===== config.mk =====
export PLATFORM = sky130hd
export DESIGN_NAME = wdt_irq_src
export DESIGN_NICKNAME = d
export VERILOG_FILES = /design/src/rtl/wdt_irq_src.sv
export SDC_FILE = /design/constraint.sdc
export NUM_CORES = 1
export LEC_CHECK = 0
export ABC_AREA = 0
export BUFFER_PORTS_ARGS = -buffer_cell sky130_fd_sc_hd__buf_4
export CAP_MARGIN = 20
export CORE_MARGIN = 3
export CORE_UTILIZATION = 50
export CTS_BUF_LIST = sky130_fd_sc_hd__clkbuf_8
export CTS_CLUSTER_SIZE = 12
export DETAILED_ROUTE_END_ITERATION = 8
export PLACE_DENSITY = 0.72
export SYNTH_ARGS = -nofsm -noshare
export SYNTH_HDL_FRONTEND = slang
export SYNTH_SLANG_ARGS = --single-unit

===== constraint.sdc =====
create_clock -name clk -period 2.9 [get_ports clk]
set_input_delay 0.145 -clock clk [delete_from_list [all_inputs] [get_ports clk]]
set_output_delay 0.145 -clock clk [all_outputs]
set_load 0.05 [all_outputs]

===== src/rtl/wdt_irq_src.sv =====
// Watchdog timer plus a latched external-interrupt source for the CSR unit.
// Optional WDT_IRQ_SYNC_EN puts a 2-flop synchronizer in front of the irq edge detector.
module wdt_irq_src #(
  parameter int CNT_W = 32
) (
  input  logic        clk,
  input  logic        rst,
  input  logic        wdt_we,
  input  logic [1:0]  wdt_addr,
  input  logic [31:0] wdt_wdata,
  output logic [31:0] wdt_rdata,
  input  logic        ext_irq_in,
  input  logic        irq_ack,
  output logic        interrupt,
  output logic        timeout
);

  // state    | meaning
  // IDLE     | watchdog disabled, cnt held at 0
  // COUNT    | counting up toward WTOCNT
  // EXPIRED  | limit reached, timeout asserted, cnt frozen
  typedef enum logic [1:0] {ST_IDLE, ST_COUNT, ST_EXPIRED} state_e;

  state_e             state_q, state_d;
  logic [CNT_W-1:0]   cnt_q, cnt_d;
  logic [CNT_W-1:0]   wtocnt_q, wtocnt_d;
  logic               wden_q, wden_d;
  logic               prev_q, prev_d;
  logic               pend_q, pend_d;
  logic               irq_lvl;
  logic               wden_wr, live_wr, wto_wr;
  logic               unused_wdata;

  assign wden_wr      = wdt_we && (wdt_addr == 2'd0);
  assign live_wr      = wdt_we && (wdt_addr == 2'd1) && wdt_wdata[0];
  assign wto_wr       = wdt_we && (wdt_addr == 2'd2);
  assign unused_wdata = ^wdt_wdata;

`ifdef WDT_IRQ_SYNC_EN
  logic sync1_q, sync1_d, sync2_q, sync2_d;

  always_comb begin
    sync1_d = ext_irq_in;
    sync2_d = sync1_q;
  end

  always_ff @(posedge clk) begin
    if (rst) begin
      sync1_q <= 1'b0;
      sync2_q <= 1'b0;
    end else begin
      sync1_q <= sync1_d;
      sync2_q <= sync2_d;
    end
  end

  assign irq_lvl = sync2_q;
`else
  assign irq_lvl = ext_irq_in;
`endif

  always_comb begin
    state_d  = state_q;
    cnt_d    = cnt_q;
    wden_d   = wden_q;
    wtocnt_d = wtocnt_q;
    if (wden_wr) wden_d = wdt_wdata[0];
    if (wto_wr)  wtocnt_d = wdt_wdata[CNT_W-1:0];
    unique case (state_q)
      ST_IDLE: begin
        cnt_d = '0;
        if (wden_wr && wdt_wdata[0]) state_d = ST_COUNT;
      end
      ST_COUNT: begin
        // a refresh on the expiry edge takes priority over the compare
        if (live_wr)                  cnt_d   = '0;
        else if (cnt_q >= wtocnt_q)   state_d = ST_EXPIRED;
        else                          cnt_d   = cnt_q + CNT_W'(1);
      end
      ST_EXPIRED: begin
        if (live_wr) begin
          state_d = ST_COUNT;
          cnt_d   = '0;
        end
      end
      default: begin
        state_d = ST_IDLE;
        cnt_d   = '0;
      end
    endcase
    if (wden_wr && !wdt_wdata[0]) begin
      state_d = ST_IDLE;
      cnt_d   = '0;
    end
  end

  always_comb begin
    prev_d = irq_lvl;
    pend_d = pend_q;
    if (irq_ack)              pend_d = 1'b0;
    if (irq_lvl && !prev_q)   pend_d = 1'b1;
  end

  always_ff @(posedge clk) begin
    if (rst) begin
      state_q  <= ST_IDLE;
      cnt_q    <= '0;
      wtocnt_q <= '0;
      wden_q   <= 1'b0;
      prev_q   <= 1'b0;
      pend_q   <= 1'b0;
    end else begin
      state_q  <= state_d;
      cnt_q    <= cnt_d;
      wtocnt_q <= wtocnt_d;
      wden_q   <= wden_d;
      prev_q   <= prev_d;
      pend_q   <= pend_d;
    end
  end

  always_comb begin
    wdt_rdata = '0;
    unique case (wdt_addr)
      2'd0:    wdt_rdata = {31'd0, wden_q};
      2'd2:    wdt_rdata = 32'(wtocnt_q);
      2'd3:    wdt_rdata = 32'(cnt_q);
      default: wdt_rdata = '0;
    endcase
  end

  assign timeout   = (state_q == ST_EXPIRED);
  assign interrupt = pend_q;

endmodule

; ---- Word-level counts from Yosys, hierarchy flattened
; Cells that the tools add are included.
[word_totals]
register_bits = 69
mem_count = 0
latchBits = 0
word_cells = 45
out_inout_bits = 34
inputBits = 39
ramBits = 0
rom_bits = 0
[op_classes]
eq_ne = 10
n_mux = 12
add_sub_neg = 1
n_bitwise = 0
multipliers = 0
n_lt_le_gt_ge = 1
n_shift = 0
reduce_logical = 15
n_div = 0
[ops]
columns = operator, count
row1 = $mux W32, 3
row2 = $pmux W32 S3, 1
row3 = $pmux W32 S2, 1
row4 = $add A32 B1 Y32 const B, 1
row5 = $ge A32 B32 Y1, 1
row6 = $mux W2, 4
row7 = $logic_and A1 B1 Y1, 7
row8 = $eq A2 B2 Y1 const B, 3
row9 = $ne A2 B2 Y1 const B, 3
row10 = $pmux W2 S3, 1
row11 = $eq A2 B1 Y1 const B, 2
row12 = $logic_not A2 Y1, 2
row13 = $reduce_and A4 Y1, 1
row14 = $ne A3 B3 Y1 const B, 1
row15 = $logic_not A1 Y1, 2
row16 = $mux W1, 2
row17 = $ne A2 B1 Y1 const B, 1
row18 = $reduce_and A2 Y1, 1
row19 = $reduce_bool A2 Y1, 1
row20 = $reduce_or A2 Y1, 1

; ---- Longest topological paths before layout
; Gate-level depths: netlist of the first run.
[logic_depth]
depth_word = 5
mapped_depth = 12
ltp_nobuf = 9

; ---- Least setup slack after synthesis of the first run
; No wires, ideal clock.
[synth_path]
path_kind = register to register
start = register cnt_q[0]
end = register cnt_q[17]
setup_time_ns = 0.129
synth_period_minus_slack_ns = 2.433
required_ns = 2.771
setup_slack_ns = 0.467
n_path_buf = 2
arrival_ns = 2.304
path_stages_with_launch = 12
cell_sequence = dfxtp_1 -> clkbuf_1 -> inv_1 -> ha_1 -> nand2b_1 -> a2111oi_0 -> nand4b_1 -> a31o_2 -> clkbuf_1 -> nand3_1 -> o221ai_1 -> o41ai_1
[synth_via]
elab_chain_cells = 4
word_cells_on_any_way = 7
[synth_rtl]
columns = item, line_no
row1 = from (decl), 25  ; logic [CNT_W-1:0] cnt_q, cnt_d;
row2 = from (signal assigned), 114  ; cnt_q <= cnt_d;
row3 = $add A32 B1 Y32, 78  ; else cnt_d = cnt_q + CNT_W'(1);
row4 = $mux W32, 77  ; else if (cnt_q >= wtocnt_q) state_d = ST_EXPIRED;
row5 = $mux W32, 76  ; if (live_wr) cnt_d = '0;
row6 = $pmux W32 S2, 69  ; unique case (state_q)
; Several ways; a longest one is shown, not always the timed one. The select of a mux whose other input is x is not followed.
; A chain may end at the register's enable or synchronous reset.

; ---- Final worst setup path of the first run
[layout_path]
start = register wtocnt_q[27]
end = register cnt_q[4]
[layout_via]
elab_chain_cells = 3
[layout_rtl]
columns = item, line_no
row1 = from (decl), 26  ; logic [CNT_W-1:0] wtocnt_q, wtocnt_d;
row2 = from (signal assigned), 115  ; wtocnt_q <= wtocnt_d;
row3 = $ge A32 B32 Y1, 77
row4 = $ne A3 B3 Y1 (no source line), n/a
row5 = $reduce_and A2 Y1 (no source line), n/a
; Every way passes these cells.

==> results.md, run 1 <==
- Status: complete, no violations
- Worst Path Max Fanout: 17
- Die Ht: 101.9 µm
- Number of I/O pins: 73
- Avg Vias per Cell: 6.049
- Top_reg_cell synth: dfxtp_1
- Aggregate routed wire length: 14.05 mm
- WL/cell: 17.72 µm
- Worst Hold End: prev_q
- Placer Congestion: around 0.9
- EDFF count, synth: 0
- CP Capture Type: flop
- Synth unique cells: 59
- Switching Fraction: 27.01%
- DP HPWL: 10.26 mm
- # diodes: 0
- Post-route worst setup slack: 267.0 ps
- Total negative slack: 0 ps
- Pre-CTS setup slack: approximately 300 ps
- Unrepaired setup endpoints after global routing: no
- CP Launch Type: flop
- Peak Freq: 0.3798 GHz
- GR Util met2: 41.15%
- Max clock buf depth: 2
- GRT Util Overall: 27.69%
- Int Power: 1.588 mW
- Worst VDD drop: 0.0002529 V
- FF-to-FF path depth: 9
- Final #Nets: 752
- Sequential area share after synthesis: approximately 30%
- Initial core utilization: 52.19%
- Final Skew: 11.06 ps
- Syn avg cell area: between 7 and 8 µm²
- R2R Setup Slk: roughly 270 ps
- #FFs+latches synth: 69
- Antenna violations before repair: 0
- Leading cell type in the layout, fill and taps excluded: buf_4
- Share of cells above drive strength 1: 18.98%
- Yosys warning count: 0
- Clk root buf: clkbuf_8
- Pwr Density: 389.4 nW/µm²
- Finished Layout Cells: 793
- Met3 Use GR: 4.983%
- # Post-CTS Setup Buffers: 0
- Post_cts resized: 0
- Total die area: 10380 µm²
- Clk slew on worst S/H paths: 80 ps
- P_sw: 587.5 µW
- Slew Viols, Final: 0
- Row count: 34
- Pin count of the biggest net entering global routing: 39
- Met1 usage: 41.17%
- Data arrival, critical path: 2900 ps
- DRC: 0
- Hold crit path type: input port to flop
- Syn-to-layout area delta: 21.56%
- DR pass1 iterations: 6
- Port Buffers: roughly 70
- Gr ovfl total: 0
- Clock Sinks: 69
- First-pass GRT wire length: about 23 mm
- Worst Max-Slew Pin Slew: 1089 ps
- Die W: approximately 100 µm
- Vias: 4797
- Area occupied by multi-input gates: 2899 µm²
- Seq pwr share: between 40 and 50%
- Cts hold-fix bufs: 0
- Initial DRC count: roughly 460
- CTS Buf Count: 9
- Mapped Area: 4596 µm²
- Clk network pwr share: 41.2%
- Rel. slew slack: 27.13%
- Worst Hold Depth: 2
- Final Hold Viols: 0
- RR Endpoint: cnt_q[4]
- Data required time of the critical path: ~3200 ps
- Antenna-violating nets left: 0
- Logic pwr share: 13.8%
- Core box area: 8806 µm²
- Most frequent cells in the layout: 105 x buf_4, 96 x nand2_1, 69 x dfxtp_1
- Crit Path Class: flop to flop
- Leakage: 2.314 nW
- Syn nets: between 600 and 700
- Synth async-reset ratio: 0%
- Fillers: 763
- Post-Syn Instances: 603
- Fin crit period: 2633 ps
- FF/Latch Area: ~1400 µm²
- Hold_sp: ext_irq_in
- Reg2reg start: wtocnt_q[27]
- Cell Area, Placed: 5346 µm²
- Clock latency on the worst-skew pair: roughly 350 ps
- Fin crit share: 90.79%
- Vias in the first global route: roughly 4.5k
- Setup violations, final: 0
- Most Crowded Layer GR: met1
- CTS tree: built
- H-tree levels: 3
- Placed insts: 776
- Design Area, Final: 5587 µm²
- MaxCap Viol Count: 0
==> registers in the layout, indices dropped and copies added (netlist names) <==
| name | count |
|---|---|
| interrupt | 1 |
| wtocnt_q | 32 |
| wden_q | 1 |
| state_q | 2 |
| prev_q | 1 |
| cnt_q | 32 |
==> critical path, stage by stage, from the launching register on <==
cell,delay [ps]
dfxtp_1,390
inv_1,70
ha_1,320
nand4_1,160
nor4_2,350
nand4_1,160
a31o_2,330
and2_4,250
a41o_1,270
a311oi_1,250
==> cell usage after synthesis, types with 2 or more instances <==
master,number,area share (%)
a211o_1,2,0.38
a21o_1,4,0.65
a21oi_1,55,6.0
a221o_1,2,0.44
a311oi_1,2,0.38
a31oi_1,9,1.2
a41oi_1,10,1.9
and2_1,4,0.54
and3_1,7,0.95
and4_1,4,0.76
buf_1,4,0.33
buf_2,9,0.98
clkbuf_1,25,2.0
dfxtp_1,69,30
ha_1,33,9.0
inv_1,38,3.1
mux2_2,2,0.49
mux2i_1,33,7.2
nand2_1,96,7.8
nand2b_1,5,0.68
nand3_1,27,2.9
nand4_1,20,2.7
nand4b_1,2,0.38
nor2_1,25,2.0
nor2b_1,35,4.8
nor3_1,5,0.54
nor4_1,3,0.41
nor4_2,2,0.54
nor4b_1,2,0.38
o211ai_1,3,0.49
o21a_1,2,0.33
o21ai_0,19,2.1
o21ai_1,9,0.98
o221ai_1,3,0.57
o41ai_1,4,0.76
or2_1,2,0.27
or4_1,5,0.82
==> cells by family after synthesis <==
logic type	count (synthesis)	synth area share [%]
and+or+nand+nor	252	28.04
AOI/OAI and AO/OA	135	18.19
buffers and inverters	78	6.861
DFF	69	30.06
muxes	35	7.678
adders and majority gates	33	8.985
xor gates and xnor gates	1	0.1906
==> layout make-up <==
| cell class | instances | share of cell area, % |
|---|---|---|
| clock buffers | 10 | 2.464 |
| clock inverters | 6 | 1.568 |
| inverters | 38 | 2.553 |
| multi-input cells | 456 | 51.89 |
| flip-flops and latches | 69 | 24.73 |
| well taps | 108 | 2.419 |
| repair buffers | 106 | 14.38 |
==> power groups by stage <==
stage	combinational [mW]	sequential, mW	clock [mW]
detailed placement	0.293	1.00	0
finish	0.301	0.978	0.896
floorplan	0.198	0.999	0
global placement	0.289	0.999	0
global route	0.325	0.981	0.952
CTS	0.295	0.978	0.903
==> worst max-delay path by stage <==
| stage | slack [ps] | startpoint | cells after the start | end |
|---|---|---|---|---|
| after floorplan | 470 | cnt_q[0] | 11 | cnt_q[17] |
| after CTS | 280 | wtocnt_q[27] | 9 | cnt_q[21] |
| after global placement | 350 | wtocnt_q[27] | 9 | cnt_q[21] |
| after global routing | 120 | wtocnt_q[27] | 9 | cnt_q[21] |
| after detailed placement | 300 | wtocnt_q[27] | 9 | cnt_q[21] |
| final | 270 | wtocnt_q[27] | 9 | cnt_q[4] |
==> routing by layer <==
metal / vias up / part of all wire [%] / wire [µm]
li1: 2303 / - / -
met1: 2218 / 46 / 6427
met2: 253 / 43 / 6107
met3: 23 / 9.2 / 1290
met4: 0 / 1.6 / 228
met5: - / 0 / 0
==> stage by stage <==
step	power (mW)	hold WS, ps	utilization [%]
2_1_floorplan	1.197	273.2	-
3_3_place_gp	1.288	373.0	60.71
3_5_place_dp	1.293	378.4	60.71
4_1_cts	2.176	18.20	63.27
6_report	2.175	20.41	63.44
5_1_grt	2.257	23.50	63.44
Note: power is estimated with default switching activity, not from simulation.
==> run 2, diff against run 1 <==
--- a/config.mk
+++ b/config.mk
@@ -13,7 +13,8 @@
 export CTS_BUF_LIST = sky130_fd_sc_hd__clkbuf_8
 export CTS_CLUSTER_SIZE = 12
 export DETAILED_ROUTE_END_ITERATION = 8
-export PLACE_DENSITY = 0.72
+export PLACE_DENSITY = 0.75
+export SKIP_CTS_REPAIR_TIMING = 1
 export SYNTH_ARGS = -nofsm -noshare
 export SYNTH_HDL_FRONTEND = slang
 export SYNTH_SLANG_ARGS = --single-unit
==> constraint.sdc (replaced) <==
create_clock -name clk -period 2.3 [get_ports clk]
set_input_delay 0.115 -clock clk [delete_from_list [all_inputs] [get_ports clk]]
set_output_delay 0.115 -clock clk [all_outputs]
set_load 0.01 [all_outputs]
==> run 2 against run 1 <==
Net effect:
- the flow now finishes with violations (negative hold slack, negative setup slack)
- fmax grew 7.0%
- first-iteration DRC count is 11% higher
- die area is the same
- clock-buffer cell count down 1
- sequential power up 26%
- worst setup slack got worse by 430 ps
- total power rose by 30%
- sequential share of layout area decreased by 3.8 points
- critical path depth up 2
- clock skew is 0.53 ps higher
- global-route usage increased by 2.4 points
- final cell count increased by 10%
- critical path type unchanged
- critical endpoint is now cnt_q[20]
- largest cell class unchanged
- largest power group unchanged
==> results.md, run 2 (synthesis results as in run 1) <==
- Status: complete, but fails checks (was complete, no violations)
- Violated checks: negative hold slack, negative setup slack
- Aggregate routed wire length: 16.64 mm (was 14.05 mm)
- Hold crit path type: input port to flop (unchanged)
- CTS Buf Count: 9 (unchanged)
- # diodes: 0 (unchanged)
- Gr ovfl total: 0 (unchanged)
- Cell Area, Placed: 5869 µm² (was 5346 µm²)
- Final #Nets: 832 (was 752)
- Fin crit share: 107.0% (was 90.79%)
- Die Ht: 101.9 µm (unchanged)
- Fillers: 586 (was 763)
- Fin crit period: 2461 ps (was 2633 ps)
- Setup violations, final: 32 (was 0)
- Initial core utilization: 52.19% (unchanged)
- Max clock buf depth: 2 (unchanged)
- CP Capture Type: flop (unchanged)
- Pwr Density: 425.2 nW/µm² (was 389.4 nW/µm²)
- Peak Freq: 0.4063 GHz (was 0.3798 GHz)
- Post-route worst setup slack: -161.3 ps (was 267.0 ps)
- Worst VDD drop: 0.0003075 V (was 0.0002529 V)
- Most frequent cells in the layout: 172 x buf_4, 96 x nand2_1, 59 x dfxtp_1 (was 105 x buf_4, 96 x nand2_1, 69 x dfxtp_1)
- GRT Util Overall: 30.07% (was 27.69%)
- Row count: 34 (unchanged)
- Min Hold Slack: -13.53 ps (was 20.41 ps)
- Hold_sp: ext_irq_in (unchanged)
- Largest regs: cnt_q: 32 flops, wtocnt_q: 32 flops, state_q: 2 flops (unchanged)
- Antenna violations before repair: 0 (unchanged)
- Vias in the first global route: 4776 (was 4504)
- Design Area, Final: 6670 µm² (was 5587 µm²)
- Number of I/O pins: 73 (unchanged)
- DR pass1 iterations: 5 (was 6)
- Worst Setup SP: wtocnt_q[28] (was wtocnt_q[27])
- Rel. slew slack: 44.30% (was 27.13%)
- Worst Max-Slew Pin Slew: 833.5 ps (was 1089 ps)
- Crit Path Class: flop to flop (unchanged)
- MaxCap Viol Count: 0 (unchanged)
- CTS tree: built (unchanged)
- Core box area: 8806 µm² (unchanged)
- First-pass GRT wire length: 24.20 mm (was 22.71 mm)
- Port Buffers: 72 (unchanged)
- Fin util: 75.75% (was 63.44%)
- H-tree levels: 3 (unchanged)
- DRC: 0 (unchanged)
- Placer Congestion: 0.9577 (was 0.9157)
- Data required time of the critical path: 2540 ps (was 3170 ps)
- Final Hold Viols: 1 (was 0)
- Data arrival, critical path: 2700 ps (was 2900 ps)
- FF/Latch Area: 1394 µm² (was 1381 µm²)
- Worst Path Max Fanout: 4 (was 17)
- Die W: 101.9 µm (unchanged)
- Total die area: 10380 µm² (unchanged)
- DP HPWL: 11.16 mm (was 10.26 mm)
- Area occupied by multi-input gates: 3357 µm² (was 2899 µm²)
- Share of cells above drive strength 1: 35.29% (was 18.98%)
- Avg Vias per Cell: 6.044 (was 6.049)
- Final Skew: 11.60 ps (was 11.06 ps)
- Leakage: 2.843 nW (was 2.314 nW)
- Total negative slack: -2511 ps (was 0 ps)
- Syn-to-layout area delta: 45.14% (was 21.56%)
- Clk slew on worst S/H paths: 80 ps (about the same)
- Pin count of the biggest net entering global routing: 38 (was 39)
- Vias: 5276 (was 4797)
- Clock latency on the worst-skew pair: 350 ps (about the same)
- WL/cell: 19.06 µm (was 17.72 µm)
- Clk root buf: clkbuf_8 (unchanged)
- Clock Sinks: 69 (unchanged)
- Slew Viols, Final: 0 (unchanged)
- Unrepaired setup endpoints after global routing: yes (was no)
- Antenna-violating nets left: 0 (unchanged)
- Initial DRC count: 513 (was 464)
- CP Launch Type: flop (unchanged)
- Reg2reg start: wtocnt_q[28] (was wtocnt_q[27])
- Leading cell type in the layout, fill and taps excluded: buf_4 (unchanged)
[run 2: cell count changes in the layout (fill, tap and decap cells not counted), moves of 6 or more]
cell / change
a41oi_1: -9
a41oi_2: +9
buf_4: +67
buf_6: +9
dfxtp_1: -10
dfxtp_2: +10
ha_1: -6
ha_4: +6
o21ai_0: -10
o21ai_1: +8
[run 2: critical path, cell delays in order, from the launching register on]
cell,delay (ps)
dfxtp_2,330
inv_1,40
ha_1,280
nand4_1,220
nor4_4,380
buf_4,160
o2bb2ai_2,150
nor2_4,80
buf_6,140
and2_4,170
and4_1,170
a211o_1,230
[run 2: power by group]
part | internal, mW | switching, mW | leakage, nW
Sequential | 1.22 | 0.0147 | 0.563
Clock | 0.488 | 0.498 | 0.107
Combinational | 0.305 | 0.313 | 2.17
Total | 2.01 | 0.826 | 2.84
[run 2: final timing paths]
path	to	slack (ps)	cells past startpoint
worst max-delay path	cnt_q[20]	-160	11
worst min-delay path	prev_q	-10	2
worst max register to register	cnt_q[20]	-160	11
worst min register to register	interrupt	470	2
[run 2: metrics by stage]
stage	instances	power, mW	setup WS (ps)
after global placement	844	1.683	-145.1
after floorplan	603	1.487	13.65
after global routing	873	2.929	-251.4
after CTS	860	2.646	-297.4
final	873	2.836	-161.3
after detailed placement	844	1.694	-223.4
[run 2: metal layers]
| metal | global-route usage (%) | part of all wire, % | vias to the layer above |
|---|---|---|---|
| met2 | 47.08 | 45 | 317 |
| li1 | - | - | 2469 |
| met5 | 0 | 0 | - |
| met4 | 11.81 | 3.8 | 0 |
| met1 | 42.59 | 42 | 2424 |
| met3 | 3.345 | 8.5 | 66 |
[run 2: layout make-up]
| cell class | count | area share (%) |
|---|---|---|
| multi-input cells | 458 | 50.33 |
| repair buffers | 184 | 21.85 |
| flip-flops and latches | 69 | 20.90 |
| inverters | 38 | 2.138 |
| well taps | 108 | 2.026 |
| clock buffers | 9 | 1.857 |
| clock inverters | 7 | 0.9004 |
==> run 3, diff against run 2 <==
--- a/config.mk
+++ b/config.mk
@@ -6,14 +6,13 @@
 export NUM_CORES = 1
 export LEC_CHECK = 0
 export ABC_AREA = 0
-export BUFFER_PORTS_ARGS = -buffer_cell sky130_fd_sc_hd__buf_4
-export CAP_MARGIN = 20
+export BUFFER_PORTS_ARGS = -buffer_cell sky130_fd_sc_hd__buf_2
 export CORE_MARGIN = 3
 export CORE_UTILIZATION = 50
 export CTS_BUF_LIST = sky130_fd_sc_hd__clkbuf_8
 export CTS_CLUSTER_SIZE = 12
 export DETAILED_ROUTE_END_ITERATION = 8
-export PLACE_DENSITY = 0.75
+export PLACE_DENSITY = 0.72
 export SKIP_CTS_REPAIR_TIMING = 1
 export SYNTH_ARGS = -nofsm -noshare
 export SYNTH_HDL_FRONTEND = slang
==> constraint.sdc (replaced) <==
create_clock -name clk -period 2.5 [get_ports clk]
set_input_delay 0.125 -clock clk [delete_from_list [all_inputs] [get_ports clk]]
set_output_delay 0.125 -clock clk [all_outputs]
set_load 0.01 [all_outputs]
==> run 3 against run 2 <==
Net effect:
- the run ends with negative hold slack left
- routed wire length fell by 6.8%
- total power shrank 12%
- largest cell class unchanged
- clock skew up 2.3 ps
==> results.md, run 3 (synthesis results as in run 1) <==
- Status: complete, but fails checks (unchanged)
- Violated checks: negative hold slack (was negative hold slack, negative setup slack)
- Aggregate routed wire length: 15.50 mm (was 16.64 mm)
- Hold_sp: wdt_wdata[2] (was ext_irq_in)
- Seq pwr share: 45.6% (was 43.4%)
- Slew Viols, Final: 0 (unchanged)
- Int Power: 1.778 mW (was 2.011 mW)
- Leading cell type in the layout, fill and taps excluded: nand2_1 (was buf_4)
- Clk slew on worst S/H paths: 90 ps (was 80 ps)
- Core box area: 8806 µm² (unchanged)
- Worst VDD drop: 0.0002918 V (was 0.0003075 V)
- Die Ht: 101.9 µm (unchanged)
- Clock Sinks: 69 (unchanged)
- Vias: 5046 (was 5276)
- Fin crit period: 2488 ps (was 2461 ps)
- Design Area, Final: 5897 µm² (was 6670 µm²)
- Avg Vias per Cell: 6.036 (was 6.044)
- Clock latency on the worst-skew pair: 370 ps (was 350 ps)
- Data required time of the critical path: 2730 ps (was 2540 ps)
- Clk root buf: clkbuf_8 (unchanged)
- Die W: 101.9 µm (unchanged)
- Cell Area, Placed: 5426 µm² (was 5869 µm²)
- Worst Path Max Fanout: 9 (was 4)
- Finished Layout Cells: 836 (was 873)
- DR pass1 iterations: 5 (unchanged)
- Setup violations, final: 0 (was 32)
- Pre-CTS setup slack: -132.5 ps (was -223.4 ps)
- Placed insts: 809 (was 844)
- P_sw: 712.1 µW (was 825.8 µW)
- GRT Util Overall: 28.45% (was 30.07%)
- Logic pwr share: 16.6% (was 21.8%)
- Pwr Density: 422.2 nW/µm² (was 425.2 nW/µm²)
- Fin crit share: 99.52% (was 107.0%)
- Initial core utilization: 52.19% (unchanged)
- # diodes: 0 (unchanged)
- Syn-to-layout area delta: 28.31% (was 45.14%)
- CP Launch Type: flop (unchanged)
- Final #Nets: 795 (was 832)
- FF-to-FF path depth: 11 (unchanged)
- Initial DRC count: 425 (was 513)
- Final Hold Viols: 4 (was 1)
- WL/cell: 18.54 µm (was 19.06 µm)
- Overall Power: 2.490 mW (was 2.836 mW)
- Vias in the first global route: 4651 (was 4776)
- Port Buffers: 72 (unchanged)
- MaxCap Viol Count: 0 (unchanged)
- Fillers: 744 (was 586)
- Worst Hold Depth: 3 (was 2)
- R2R Setup Slk: 10 ps (was -160 ps)
- Post-route worst setup slack: 12.09 ps (was -161.3 ps)
- Total die area: 10380 µm² (unchanged)
- Final Skew: 13.92 ps (was 11.60 ps)
- First-pass GRT wire length: 23.18 mm (was 24.20 mm)
- Data arrival, critical path: 2720 ps (was 2700 ps)
- H-tree levels: 3 (unchanged)
- Worst Max-Slew Pin Slew: 1038 ps (was 833.5 ps)
- RR Endpoint: cnt_q[17] (was cnt_q[20])
- Placer Congestion: 0.9877 (was 0.9577)
- Largest regs: cnt_q: 32 flops, wtocnt_q: 32 flops, state_q: 2 flops (unchanged)
- Antenna-violating nets left: 0 (unchanged)
- Hold crit path type: input port to flop (unchanged)
- Reg2reg start: wtocnt_q[31] (was wtocnt_q[28])
- Most frequent cells in the layout: 95 x nand2_1, 72 x buf_2, 72 x buf_4 (was 172 x buf_4, 96 x nand2_1, 59 x dfxtp_1)
- Worst Setup SP: wtocnt_q[31] (was wtocnt_q[28])
- CTS Buf Count: 9 (unchanged)
- Clk network pwr share: 37.8% (was 34.8%)
- Min Hold Slack: -6.118 ps (was -13.53 ps)
- Leakage: 2.550 nW (was 2.843 nW)
- Share of cells above drive strength 1: 27.61% (was 35.29%)
- Max clock buf depth: 2 (unchanged)
- Row count: 34 (unchanged)
- Worst Hold End: wtocnt_q[2] (was prev_q)
- Switching Fraction: 28.60% (was 29.11%)
- Crit Path Class: flop to flop (unchanged)
- Fin util: 66.97% (was 75.75%)
- Peak Freq: 0.4019 GHz (was 0.4063 GHz)
- Gr ovfl total: 0 (unchanged)
- CP Capture Type: flop (unchanged)
- DP HPWL: 10.78 mm (was 11.16 mm)
- Pin count of the biggest net entering global routing: 37 (was 38)
- Rel. slew slack: 30.57% (was 44.30%)
- Antenna violations before repair: 0 (unchanged)
- DRC: 0 (unchanged)
- Total negative slack: 0 ps (was -2511 ps)
- Number of I/O pins: 73 (unchanged)
- CTS tree: built (unchanged)
-- run 3: how the worst max path moves through the flow --
stage	cells after the start	end
after global routing	10	cnt_q[17]
final	11	cnt_q[17]
after floorplan	11	cnt_q[17]
after CTS	9	cnt_q[16]
after detailed placement	9	cnt_q[16]
after global placement	9	cnt_q[16]
-- run 3: routing by layer --
metal	global-route usage [%]	part of all wire (%)
met2	42.40	44
met5	0	0
met4	12.21	3.9
met1	40.52	43
met3	4.915	8.3
-- run 3: power groups by stage --
| stage | Sequential [mW] | Clock, mW | Combinational, mW |
|---|---|---|---|
| 2_1_floorplan | 1.16 | 0 | 0.211 |
| 6_report | 1.14 | 0.940 | 0.414 |
| 3_3_place_gp | 1.16 | 0 | 0.330 |
| 5_1_grt | 1.14 | 0.991 | 0.440 |
| 3_5_place_dp | 1.16 | 0 | 0.336 |
| 4_1_cts | 1.13 | 0.941 | 0.339 |
-- run 3: cell type report --
type | count | area (µm²) | share of cell area, %
inverter | 38 | 142.6 | 2.419
sequential | 69 | 1396 | 23.68
multi-input combinational | 458 | 3088 | 52.37
clock inverter | 6 | 55.05 | 0.9336
clock buffer | 10 | 137.6 | 2.334
timing repair buffer | 147 | 942.2 | 15.98
tap | 108 | 135.1 | 2.292
-- run 3: critical path, cell delays in order, from the launching register on --
cell	delay, ps
dfxtp_2	330
inv_1	40
ha_1	290
nand4_1	150
buf_4	140
nor2_1	50
a221o_1	430
nor2_4	220
buf_4	210
nand3_1	150
o221ai_2	220
o41ai_2	120
